===== config.mk =====
export PLATFORM = sky130hd
export DESIGN_NAME = bbpd_lock_detector
export DESIGN_NICKNAME = d
export VERILOG_FILES = /design/src/rtl/lock_det_pkg.sv /design/src/rtl/lock_det_window_acc.sv /design/src/rtl/bbpd_lock_detector.sv
export SDC_FILE = /design/constraint.sdc
export NUM_CORES = 1
export LEC_CHECK = 0
export ABC_CLOCK_PERIOD_IN_PS = 4800
export BUFFER_PORTS_ARGS = -buffer_cell sky130_fd_sc_hd__buf_2
export CAP_MARGIN = 20
export CORE_MARGIN = 2
export CORE_UTILIZATION = 35
export CTS_CLUSTER_SIZE = 25
export DETAILED_ROUTE_END_ITERATION = 6
export MAX_ROUTING_LAYER = met4
export SETUP_SLACK_MARGIN = 0.05
export SYNTH_ARGS = -nofsm -noshare
export SYNTH_HDL_FRONTEND = slang
export SYNTH_SLANG_ARGS = --single-unit

===== constraint.sdc =====
create_clock -name ref_clk -period 4.8 [get_ports ref_clk]
set_input_delay 0 -clock ref_clk [delete_from_list [all_inputs] [get_ports ref_clk]]
set_output_delay 0 -clock ref_clk [all_outputs]
set_load 0.005 [all_outputs]

===== src/rtl/lock_det_pkg.sv =====
// Shared types and constants for the bang-bang phase-path lock detector.
// State encodings and channel-select width helper.
package lock_det_pkg;

    typedef enum logic [1:0] {
        IDLE  = 2'd0,
        ACCUM = 2'd1,
        EVAL  = 2'd2
    } state_t;

    localparam int CH_W_MIN = 1;

    function automatic int ch_width(input int n);
        return ($clog2(n) < CH_W_MIN) ? CH_W_MIN : $clog2(n);
    endfunction

endpackage


===== src/rtl/lock_det_window_acc.sv =====
// Early/late/sample window counters with terminal-count detect.
// Synchronous clear has priority over an incoming sample.
module lock_det_window_acc #(
    parameter int WIN_W = 16
) (
    input  logic             ref_clk,
    input  logic             reset_bar,
    input  logic             clear,
    input  logic             sample,
    input  logic             is_early,
    input  logic [WIN_W-1:0] limit,
    output logic [WIN_W-1:0] early_cnt,
    output logic [WIN_W-1:0] late_cnt,
    output logic             last
);

    logic [WIN_W-1:0] sample_cnt;

    always_ff @(posedge ref_clk or negedge reset_bar) begin
        if (!reset_bar) begin
            early_cnt  <= '0;
            late_cnt   <= '0;
            sample_cnt <= '0;
        end else if (clear) begin
            early_cnt  <= '0;
            late_cnt   <= '0;
            sample_cnt <= '0;
        end else if (sample) begin
            sample_cnt <= sample_cnt + WIN_W'(1);
            if (is_early)
                early_cnt <= early_cnt + WIN_W'(1);
            else
                late_cnt <= late_cnt + WIN_W'(1);
        end
    end

    // The sample that reaches the limit is itself counted.
    assign last = sample &&
        (({1'b0, sample_cnt} + (WIN_W+1)'(1)) >= {1'b0, limit});

endmodule


===== src/rtl/bbpd_lock_detector.sv =====
// Multi-channel early/late lock detector for the ADPLL bang-bang path.
// Optional unlock hysteresis: define LOCK_DETECT_HYST_EN.
module bbpd_lock_detector
    import lock_det_pkg::*;
#(
    parameter int NUM_CH         = 4,
    parameter int CH_W           = 2,
    parameter int WIN_W          = 16,
    parameter int TOL_W          = 15,
    parameter int LOCK_W         = 4,
    parameter int UNLOCK_WINDOWS = 2
) (
    input  logic              ref_clk,
    input  logic              reset_bar,
    input  logic              enable,
    input  logic [CH_W-1:0]   ch_select,
    input  logic [NUM_CH-1:0] early,
    input  logic [NUM_CH-1:0] sample_valid,
    input  logic [WIN_W-1:0]  count_untill,
    input  logic [TOL_W-1:0]  positive_tol,
    input  logic [TOL_W-1:0]  negative_tol,
    input  logic [LOCK_W-1:0] lock_windows,
    output logic              locked,
    output logic              lock_lost,
    output logic              window_done,
    output logic [WIN_W-1:0]  early_count,
    output logic [WIN_W-1:0]  late_count,
    output logic [WIN_W:0]    balance,
    output logic [1:0]        state
);

`ifdef LOCK_DETECT_HYST_EN
    localparam int UNLOCK_N = (UNLOCK_WINDOWS < 1) ? 1 : UNLOCK_WINDOWS;
`else
    localparam int UNLOCK_N = 1;
`endif
    localparam int BAD_W = $clog2(UNLOCK_WINDOWS + 2);

    state_t            cur, nxt;
    logic [CH_W-1:0]   ch_q;
    logic              ch_ok, sel_valid, sel_early;
    logic              ch_chg, take, acc_clr, last;
    logic [WIN_W-1:0]  win_early, win_late, count_eff;
    logic [LOCK_W-1:0] lock_eff, good_cnt;
    logic [BAD_W-1:0]  bad_cnt;
    logic signed [WIN_W:0] diff, ptol, ntol;
    logic              good, lock_hit, unlock_hit;

    assign ch_ok     = int'(ch_select) < NUM_CH;
    assign sel_valid = ch_ok && sample_valid[ch_select];
    assign sel_early = ch_ok && early[ch_select];
    assign ch_chg    = (cur == ACCUM) && (ch_select != ch_q);
    assign take      = enable && (cur == ACCUM) && !ch_chg && sel_valid;
    assign acc_clr   = !enable || ch_chg || (cur != ACCUM);

    assign count_eff = (count_untill == '0) ? WIN_W'(1) : count_untill;
    assign lock_eff  = (lock_windows == '0) ? LOCK_W'(1) : lock_windows;

    lock_det_window_acc #(
        .WIN_W (WIN_W)
    ) u_acc (
        .ref_clk   (ref_clk),
        .reset_bar (reset_bar),
        .clear     (acc_clr),
        .sample    (take),
        .is_early  (sel_early),
        .limit     (count_eff),
        .early_cnt (win_early),
        .late_cnt  (win_late),
        .last      (last)
    );

    assign diff = $signed({1'b0, win_early}) - $signed({1'b0, win_late});
    assign ptol = $signed((WIN_W+1)'(positive_tol));
    assign ntol = $signed((WIN_W+1)'(negative_tol));
    assign good = (diff <= ptol) && (-diff <= ntol);

    assign lock_hit =
        ({1'b0, good_cnt} + (LOCK_W+1)'(1)) >= {1'b0, lock_eff};
    assign unlock_hit = (int'(bad_cnt) + 1) >= UNLOCK_N;

    always_comb begin
        nxt = cur;
        unique case (cur)
            IDLE:    if (enable) nxt = ACCUM;
            ACCUM:   if (!enable) nxt = IDLE;
                     else if (last) nxt = EVAL;
            EVAL:    nxt = enable ? ACCUM : IDLE;
            default: nxt = IDLE;
        endcase
    end

    always_ff @(posedge ref_clk or negedge reset_bar) begin
        if (!reset_bar) begin
            cur  <= IDLE;
            ch_q <= '0;
        end else begin
            cur  <= nxt;
            ch_q <= ch_select;
        end
    end

    assign state = cur;

    // Disable and channel change both abandon the lock history.
    always_ff @(posedge ref_clk or negedge reset_bar) begin
        if (!reset_bar) begin
            locked      <= 1'b0;
            lock_lost   <= 1'b0;
            window_done <= 1'b0;
            early_count <= '0;
            late_count  <= '0;
            balance     <= '0;
            good_cnt    <= '0;
            bad_cnt     <= '0;
        end else begin
            lock_lost   <= 1'b0;
            window_done <= 1'b0;
            if (!enable || ch_chg) begin
                good_cnt  <= '0;
                bad_cnt   <= '0;
                locked    <= 1'b0;
                lock_lost <= locked;
            end else if (cur == EVAL) begin
                window_done <= 1'b1;
                early_count <= win_early;
                late_count  <= win_late;
                balance     <= diff;
                if (good) begin
                    bad_cnt <= '0;
                    if (!(&good_cnt))
                        good_cnt <= good_cnt + LOCK_W'(1);
                    if (lock_hit)
                        locked <= 1'b1;
                end else if (locked) begin
                    if (unlock_hit) begin
                        locked    <= 1'b0;
                        lock_lost <= 1'b1;
                        bad_cnt   <= '0;
                        good_cnt  <= '0;
                    end else begin
                        bad_cnt <= bad_cnt + BAD_W'(1);
                    end
                end else begin
                    good_cnt <= '0;
                end
            end
        end
    end

endmodule


==> results.json <==
{
  "min_from": "count_untill[15]",
  "syn_area_um2": 7530,
  "cts_made_buffers": 9,
  "dp_hpwl_um": 14600,
  "ys_warn_count": 0,
  "timing.slew.headroom_pct": 35.5,
  "clk_pin_slew_ps": 80,
  "rr_worst_depth": 20,
  "finalMaxSlewViolations": 0,
  "r2r_slack_ps": 8,
  "critical_path_required_ps": 5050,
  "rsz0062_at_grt": "yes",
  "period_share_pct": 99.8,
  "netlist_instances": 833,
  "yosysTopAreaCell": "dfrtp_1",
  "timing.rr.start": "u_acc.early_cnt[0]$_DFFE_PN0P_",
  "synth.top_cell.area_share_pct": 36.5,
  "antenna_found_initial": 0,
  "cp_cell_sequence": "inv_2 -> ha_4 -> fa_2 -> nor2b_4 -> o2111ai_2 -> and2_4 -> xnor2_4 -> or4_4 -> or4_4 -> nor2_4 -> xnor2_2 -> ha_4 -> a2111oi_4 -> nand2_1 -> o211ai_1 -> and4_1 -> o21a_1 -> nor3_4 -> mux2i_1 -> a2111oi_2",
  "core_area_um2": 21100,
  "cp_top_family": "simple AND/OR/NAND/NOR gates",
  "leakage_nw": 4.79,
  "htree_levels": 3,
  "grt_usage_pct": 17.4,
  "holdPathEnd": "state[1]$_DFFE_PN0P_",
  "fin_ws_ps": 7.80,
  "start_util_pct": 35.7,
  "hold_viol": 0,
  "synthTopCellsByArea": "dfrtp_1 (37%), ha_1 (12%), xor2_1 (4.9%)",
  "hp-class": "primary input to register",
  "die_w_um": 151,
  "wl_per_cell_um": 14.7,
  "cts.sinks": 110,
  "drtIter0Drc": 291,
  "drive_above_1_share_pct": 25.0,
  "drv_cap": 0,
  "drc_errors": 0,
  "synth_edf_count": 0,
  "overflow": 0,
  "skew_ps": 11.7,
  "crit_path_top_delay_cell": "or4_4",
  "synthTopCellsByCount": "dfrtp_1 (110), nor2_1 (81), inv_1 (79)",
  "finalSetupViolations": 0,
  "power_mw": 1.99,
  "peakVddDrop_v": 0.000125,
  "cp_data_arrival_time_ps": 5040,
  "hold_depth": 5,
  "num_rows": 53,
  "yosysMostFrequentCell": "dfrtp_1",
  "synthArstFlopShare_pct": 100,
  "portBuffers": 116,
  "synthDistinctLibCells": 69,
  "critPathCaptureType": "register",
  "syn2layout_area_growth_pct": 23.4,
  "synth-seq-cells": 110,
  "wirelength_um": 18800,
  "slowest_delay_ps": 530,
  "critPathBufInv": 1,
  "syn-num-nets": 970,
  "synth-seq-area-share_pct": 36.5,
  "startpoint_type": "register",
  "grt_pass1_vias": 6035,
  "ios": 117,
  "tritoncts": "built",
  "cp_max_fo": 6,
  "nNetsFinal": 1133,
  "synth_flop_cell": "dfrtp_1",
  "routed-via-count": 6226,
  "syn_avg_cell_area_um2": 9.04,
  "place.gp.congestion": 0.916,
  "pre_cts_slack_ps": -133,
  "grt_max_degree": 71,
  "tightest_slew_ps": 960,
  "period_minus_slack_ps": 4790,
  "timing.rr.end": "good_cnt[2]$_DFFE_PN0P_",
  "power_density_nw_per_um2": 214,
  "worstSkewPairLatency_ps": 360,
  "status": "finished clean",
  "firstDrtPassIters": 4,
  "die_h_um": 151,
  "routed_via_density": 4.88,
  "fmax_ghz": 0.209,
  "diodes": 0,
  "nFillCells": 2083,
  "grt_pass1_wl_um": 30300,
  "path_class": "register to register",
  "root_buffer": "clkbuf_16",
  "dieArea_um2": 22700,
  "ant_nets": 0,
  "clock_path_buffers": 2
}
==> area by class of cell <==
type,instances,area [um2],share of cell area [%]
Sequential cell,110,2750,29.6
Clock inverter,7,65.1,0.700
Inverter,80,300,3.23
Tap cell,275,344,3.70
Clock buffer,9,225,2.42
Timing Repair Buffer,173,1030,11.1
Multi-Input combinational cell,622,4580,49.3
==> worst max path at each step <==
stage                                    from                 endpoint  cells after the start
5_1_grt         u_acc.late_cnt[0]$_DFFE_PN0P_  good_cnt[2]$_DFFE_PN0P_                     22
3_3_place_gp   u_acc.early_cnt[0]$_DFFE_PN0P_  good_cnt[2]$_DFFE_PN0P_                     20
6_report       u_acc.early_cnt[0]$_DFFE_PN0P_  good_cnt[2]$_DFFE_PN0P_                     20
4_1_cts         u_acc.late_cnt[0]$_DFFE_PN0P_  good_cnt[2]$_DFFE_PN0P_                     19
3_5_place_dp    u_acc.late_cnt[0]$_DFFE_PN0P_  good_cnt[2]$_DFFE_PN0P_                     19
2_1_floorplan   u_acc.late_cnt[0]$_DFFE_PN0P_  good_cnt[2]$_DFFE_PN0P_                     19
==> registers in the layout, summed over array words and instances (netlist names), 4 cells and up <==
signal,flops
good_cnt,4
early_count,16
u_acc.sample_cnt,16
balance,17
u_acc.early_cnt,16
late_count,16
u_acc.late_cnt,16
==> cells in the final DEF (no fill, tap or decap), types with 14 or more instances in the layout <==
cell	instances
buf_2	115
dfrtp_1	110
inv_1	78
nor2_1	78
ha_1	71
nand2_1	70
buf_4	52
o21ai_0	46
xor2_1	41
xnor2_1	36
a21oi_1	31
nand3_1	27
mux2_2	23
and3_1	17
nor2b_1	15
nand4_1	14
o21a_1	14
==> logic make-up (layout without fill, tap and decap cells) <==
logic type,count (synthesis),count (layout),synth area share (%)
and+or+nand+nor,283,283,18.4
AOI/OAI and AO/OA,157,157,13.8
DFF,110,110,36.5
buffers and inverters,101,269,5.13
xor gates and xnor gates,80,80,9.30
adders and majority gates,74,74,12.4
muxes,28,28,4.45
==> worst min-delay path, cell delays in order <==
cell and delay [ps]:
buf_2 90, inv_1 40, ha_1 160, a21oi_1 110, a41oi_1 130
==> metal layers <==
layer / track usage, % / part of all wire [%] / vias to the layer above / wire length, um
li1: - / - / 3203 / -
met1: 23.7 / 49 / 2911 / 9210
met2: 26.8 / 46 / 91 / 8590
met3: 2.09 / 3.0 / 21 / 568
met4: 6.45 / 2.3 / 0 / 436
met5: - / 0 / - / 0
==> timing repair <==
item | CTS | global route
hold endpoints to repair | 72 | 0
setup buffers | 5 | 3
hold buffers | 4 | 0
pin swaps | 15 | 13
endpoints found under the setup margin | 6 | 8
resized for setup | 11 | 13
==> where the power goes <==
part / total [mW] / switching (mW) / leakage (nW) / internal (mW)
Sequential: 0.929 / 0.00171 / 1.53 / 0.927
Combinational: 0.308 / 0.162 / 3.11 / 0.146
Clock: 0.752 / 0.385 / 0.146 / 0.367
Total: 1.99 / 0.548 / 4.79 / 1.44
==> per-stage QoR <==
stage	hold slack (ps)	setup TNS (ps)	std cells	utilization (%)	area, um2
floorplan	-296	0	833	-	7600
global placement	177	0	1248	41.6	8780
detailed placement	189	-322	1248	41.6	8780
CTS	209	-9.99	1273	43.7	9210
global route	274	-1160	1276	44.1	9300
finish	217	0	1276	44.1	9300
Note: power is estimated with default switching activity, not from simulation.
